--- config.mk ---
export PLATFORM = sky130hd
export DESIGN_NAME = dmem_arbiter
export DESIGN_NICKNAME = d
export VERILOG_FILES = /design/src/rtl/dmem_arb_pkg.sv /design/src/rtl/dmem_arb_pick.sv /design/src/rtl/dmem_arbiter.sv
export SDC_FILE = /design/constraint.sdc
export NUM_CORES = 1
export LEC_CHECK = 0
export ABC_AREA = 1
export BUFFER_PORTS_ARGS = -buffer_cell sky130_fd_sc_hd__buf_2
export CAP_MARGIN = 0
export CORE_UTILIZATION = 48
export DETAILED_ROUTE_END_ITERATION = 7
export PLACE_DENSITY = 0.81
export SLEW_MARGIN = 20
export SYNTH_ARGS = -nofsm -noshare
export SYNTH_HDL_FRONTEND = slang
export SYNTH_SLANG_ARGS = --single-unit
--- constraint.sdc ---
create_clock -name clk -period 1.85 [get_ports clk]
set_input_delay 0.185 -clock clk [delete_from_list [all_inputs] [get_ports clk]]
set_output_delay 0.185 -clock clk [all_outputs]
set_load 0.02 [all_outputs]
--- src/rtl/dmem_arb_pkg.sv ---
// Shared types and parameter limits for the data-memory arbiter.
package dmem_arb_pkg;

    typedef enum logic [1:0] {IDLE, ACCESS, RESP} state_t;
    typedef enum logic {OWN_CPU, OWN_DMA} owner_t;

    localparam int unsigned MEM_LAT_MIN    = 1;
    localparam int unsigned MEM_LAT_MAX    = 4;
    localparam int unsigned STARVE_MAX_MIN = 1;
    localparam int unsigned STARVE_MAX_MAX = 15;

    localparam int unsigned LAT_CNT_W    = $clog2(MEM_LAT_MAX);
    localparam int unsigned STARVE_CNT_W = $clog2(STARVE_MAX_MAX + 1);

endpackage

--- src/rtl/dmem_arb_pick.sv ---
// Fixed-priority picker: CPU wins unless the DMA master has been starved.
module dmem_arb_pick (
    input  logic cpu_req,
    input  logic dma_req,
    input  logic starved,
    output logic grant_dma,
    output logic grant_valid
);

    always_comb begin
        grant_valid = cpu_req | dma_req;
        grant_dma   = dma_req & (~cpu_req | starved);
    end

endmodule

--- src/rtl/dmem_arbiter.sv ---
// Single-port data-memory arbiter between the CPU MEM stage and a DMA/debug
// master; one outstanding access sequenced through IDLE/ACCESS/RESP.
module dmem_arbiter
    import dmem_arb_pkg::*;
#(
    parameter int unsigned ADDR_W     = 32,
    parameter int unsigned DATA_W     = 32,
    parameter int unsigned MEM_LAT    = 1,
    parameter int unsigned STARVE_MAX = 4
) (
    input  logic              clk,
    input  logic              reset,
    input  logic              cpu_req,
    input  logic              cpu_we,
    input  logic [ADDR_W-1:0] cpu_addr,
    input  logic [DATA_W-1:0] cpu_wdata,
    output logic [DATA_W-1:0] cpu_rdata,
    output logic              cpu_stall,
    input  logic              dma_req,
    input  logic              dma_we,
    input  logic [ADDR_W-1:0] dma_addr,
    input  logic [DATA_W-1:0] dma_wdata,
    output logic [DATA_W-1:0] dma_rdata,
    output logic              dma_ack,
    output logic              mem_en,
    output logic              mem_we,
    output logic [ADDR_W-1:0] mem_addr,
    output logic [DATA_W-1:0] mem_wdata,
    input  logic [DATA_W-1:0] mem_rdata
);

    if (MEM_LAT < MEM_LAT_MIN || MEM_LAT > MEM_LAT_MAX ||
        STARVE_MAX < STARVE_MAX_MIN || STARVE_MAX > STARVE_MAX_MAX) begin : g_param_check
        $error("dmem_arbiter: MEM_LAT or STARVE_MAX out of legal range");
    end

    state_t                  state;
    owner_t                  owner;
    logic [STARVE_CNT_W-1:0] starve_cnt;
    logic [LAT_CNT_W-1:0]    lat_cnt;
    logic                    starved;
    logic                    grant_dma;
    logic                    grant_valid;

    always_comb begin
        starved   = (starve_cnt == STARVE_CNT_W'(STARVE_MAX));
        cpu_stall = cpu_req & ~((state == RESP) && (owner == OWN_CPU));
    end

    dmem_arb_pick u_pick (
        .cpu_req     (cpu_req),
        .dma_req     (dma_req),
        .starved     (starved),
        .grant_dma   (grant_dma),
        .grant_valid (grant_valid)
    );

    always_ff @(posedge clk or negedge reset) begin
        if (!reset) begin
            state      <= IDLE;
            owner      <= OWN_CPU;
            starve_cnt <= '0;
            lat_cnt    <= '0;
            mem_en     <= 1'b0;
            mem_we     <= 1'b0;
            mem_addr   <= '0;
            mem_wdata  <= '0;
            cpu_rdata  <= '0;
            dma_rdata  <= '0;
            dma_ack    <= 1'b0;
        end else begin
            mem_en  <= 1'b0;
            dma_ack <= 1'b0;
            unique case (state)
                IDLE: begin
                    if (grant_valid) begin
                        state   <= ACCESS;
                        mem_en  <= 1'b1;
                        lat_cnt <= LAT_CNT_W'(MEM_LAT - 1);
                        if (grant_dma) begin
                            owner      <= OWN_DMA;
                            mem_we     <= dma_we;
                            mem_addr   <= dma_addr;
                            mem_wdata  <= dma_wdata;
                            starve_cnt <= '0;
                        end else begin
                            owner     <= OWN_CPU;
                            mem_we    <= cpu_we;
                            mem_addr  <= cpu_addr;
                            mem_wdata <= cpu_wdata;
                            // A CPU win with dma_req high implies not starved, so this never overflows.
                            starve_cnt <= dma_req ? starve_cnt + STARVE_CNT_W'(1) : '0;
                        end
                    end
                end
                ACCESS: begin
                    if (lat_cnt == '0) begin
                        state <= RESP;
                        if (owner == OWN_DMA) begin
                            dma_rdata <= mem_rdata;
                            dma_ack   <= 1'b1;
                        end else begin
                            cpu_rdata <= mem_rdata;
                        end
                    end else begin
                        lat_cnt <= lat_cnt - LAT_CNT_W'(1);
                    end
                end
                RESP:    state <= IDLE;
                default: state <= IDLE;
            endcase
        end
    end

endmodule

==> metrics <==
final hold viol count=0; Min Hold Slack=0.0259 ns; Core ar.=13400 um^2; clock transition at the registers of the reported paths=0.07 ns; unrepaired setup endpoints after global routing=false; DPL Wire Length=13100 um; CP Buf/Inv Count=3; vias in the first global route=6197; Die Wd=120 um; crit-path max cell delay=0.36 ns; cell mode on critical path=inv_1; Net Count, Synth=1022; PnR Total Power=15.7 mW; initial antenna violation count=2; Max Slew Vio Count=0; Place WS=0.308 ns; fin crit share=84.9%; Gate power share=44.1%; crit-path leading delay family=buffers and inverters; clock skew=0.00985 ns; Area Overhead vs Synth=33.5%; max_cap viols=0; Sw Share=43.8%; Core Rows=42; Reg area=3500 um^2; crit path launch type=register; die area=14400 um^2; total wire length=18000 um; vias per cell=4.79; worst-path maximum fanout=50; # port buffers=297; starting density of the core=50.0%; post-CTS setup repair buffer count=0; crit-path cells=inv_1, ha_1, inv_1, nor2_1, nand2_2, buf_12, nand2_1, o21ai_0; post_cts resized=0; Pint=8.80 mW; Crit. End Element=register; first-pass GRT wire length=29300 um; final worst slack=0.279 ns; Cell variety after synth=19; worst min path class=in -> reg; I/O pins=298; share of cells above drive strength 1=32.8%; Avg Inst Size Synth=7.85 um^2; Root Driver=clkbuf_16; worst skew pair latency=0.41 ns; CTS tree=yes; PwrDens=1750 nW/um^2; commonest non-fill, non-tap cell in the layout=buf_2; Clock Power Share=21.5%; Nets=1306; CP arrival=1.89 ns; fin crit period=1.57 ns; ANT nets after route=0; clock tree sinks=140; final setup fails=0; Syn Std Cell Area=6700 um^2; Reg power frac=34.4%; R2R Setup Slk=0.28 ns; cells after synthesis=853; Synth Register Bits=140; leakage=5.47 nW; vias=6363; Fill cells=1155; Rel. slew slack=68.9%; Max IR drop VDD=0.776 mV; FMAX=636 MHz; GRT Util Overall=26.0%; initial drt markers=383; Tightest Pin Transition=0.466 ns; Die Height=120 um; global route total overflow=0; GPL Wtd Cong=0.813; CP max-delay cell=dfrtp_1; area of the multi-input gates=2260 um^2; YS warnings=0; sequential element share of the synthesized area=52.3%; pin count of the biggest net entering global routing=69; Residual DRC=0; drt wl/cell=13.6 um; Clock Path Buffers=2; H-Tree Depth=4; leading cell types in the layout, fill and taps excluded=buf_2 (296), nand2_1 (270), inv_1 (171); Setup CP Type=reg -> reg; 1st-pass router iterations=4; Net Sw Power=6.86 mW; CTS Buf Count=17; CP Data Required Time=2.17 ns; Fin Setup TNS=0 ns; status=completed
-- synth_stat cells, drive strengths merged --
master / count / area, um^2
nand2: 274 / 1030
nand3: 133 / 666
xor2: 2 / 17.5
nor2: 6 / 32.5
nand4: 1 / 6.26
clkbuf: 16 / 60.1
dfrtp: 140 / 3500
o21ai: 72 / 458
ha: 3 / 37.5
inv: 173 / 649
buf: 33 / 240
-- per-stage QoR --
step	utilization [%]	cells	area [um^2]
2_1_floorplan	-	853	6700
3_3_place_gp	62.3	1293	8340
3_5_place_dp	62.3	1293	8340
4_1_cts	66.7	1326	8940
5_1_grt	66.8	1328	8940
6_report	66.8	1328	8940
-- power groups by stage --
| stage | Clock (mW) | Sequential [mW] | Combinational, mW |
|---|---|---|---|
| after CTS | 3.42 | 5.38 | 6.99 |
| after floorplan | 0 | 7.10 | 2.69 |
| after detailed placement | 0 | 5.39 | 6.98 |
| after global placement | 0 | 5.38 | 6.74 |
| after global routing | 3.55 | 5.57 | 7.56 |
| final | 3.36 | 5.39 | 6.91 |
-- logic make-up (layout without fill, tap and decap cells) --
kind of cell             count (synthesis)  count (layout)  synth area share [%]
flip-flops                             140             140                  52.3
other                                    0               2                     0
AND/OR/NAND/NOR                        414             414                  25.9
buffers and inverters                  222             519                  14.2
XOR/XNOR                                 2               2                 0.262
AO/OA/AOI/OAI                           72              72                  6.84
adder cells (fa/ha/maj)                  3               3                 0.560
-- registers in the layout, indices dropped and copies added (netlist names) --
signal and cells:
dma_rdata 32, mem_we 1, dma_ack 1, mem_wdata 32
cpu_rdata 32, mem_en 1, lat_cnt 2, state 2
owner 1, mem_addr 32, starve_cnt 4
-- layer usage --
layer | vias to the layer above | track usage [%] | wire, um
met2 | 249 | 44.9 | 9150
met1 | 2927 | 31.5 | 7310
li1 | 3155 | - | -
met3 | 32 | 5.47 | 1090
met5 | - | 0 | 0
met4 | 0 | 10.2 | 507
-- tightest hold or removal path, stage by stage --
cell and delay, ns:
buf_2 0.09, inv_1 0.05, o21ai_1 0.07
-- layout make-up --
cell class	count	share of cell area (%)
Antenna cell	2	0.0560
Clock buffer	18	4.91
Clock inverter	14	1.66
Inverter	173	7.26
Multi-Input combinational cell	491	25.2
Sequential cell	140	39.2
Tap cell	176	2.46
Timing Repair Buffer	314	19.3
-- path summary, 6_finish.rpt --
path,startpoint,to,cells past startpoint
max in group asynchronous,reset,dma_ack$_DFF_PN0_,3
min in group asynchronous,reset,dma_rdata[0]$_DFFE_PN0P_,2
hold reg to reg,mem_addr[1]$_DFFE_PN0P_,mem_addr[1]$_DFFE_PN0P_,2
hold / removal,mem_rdata[4],dma_rdata[4]$_DFFE_PN0P_,3
setup / recovery,lat_cnt[0]$_DFFE_PN0P_,cpu_rdata[28]$_DFFE_PN0P_,8
setup reg to reg,lat_cnt[0]$_DFFE_PN0P_,cpu_rdata[28]$_DFFE_PN0P_,8
-- timing repair --
action / in CTS / in global routing
endpoints found under the setup margin: 0 / 0
hold buffers: 1 / 0
endpoints found under the hold margin: 38 / 0
(Power assumes the default switching activity.)
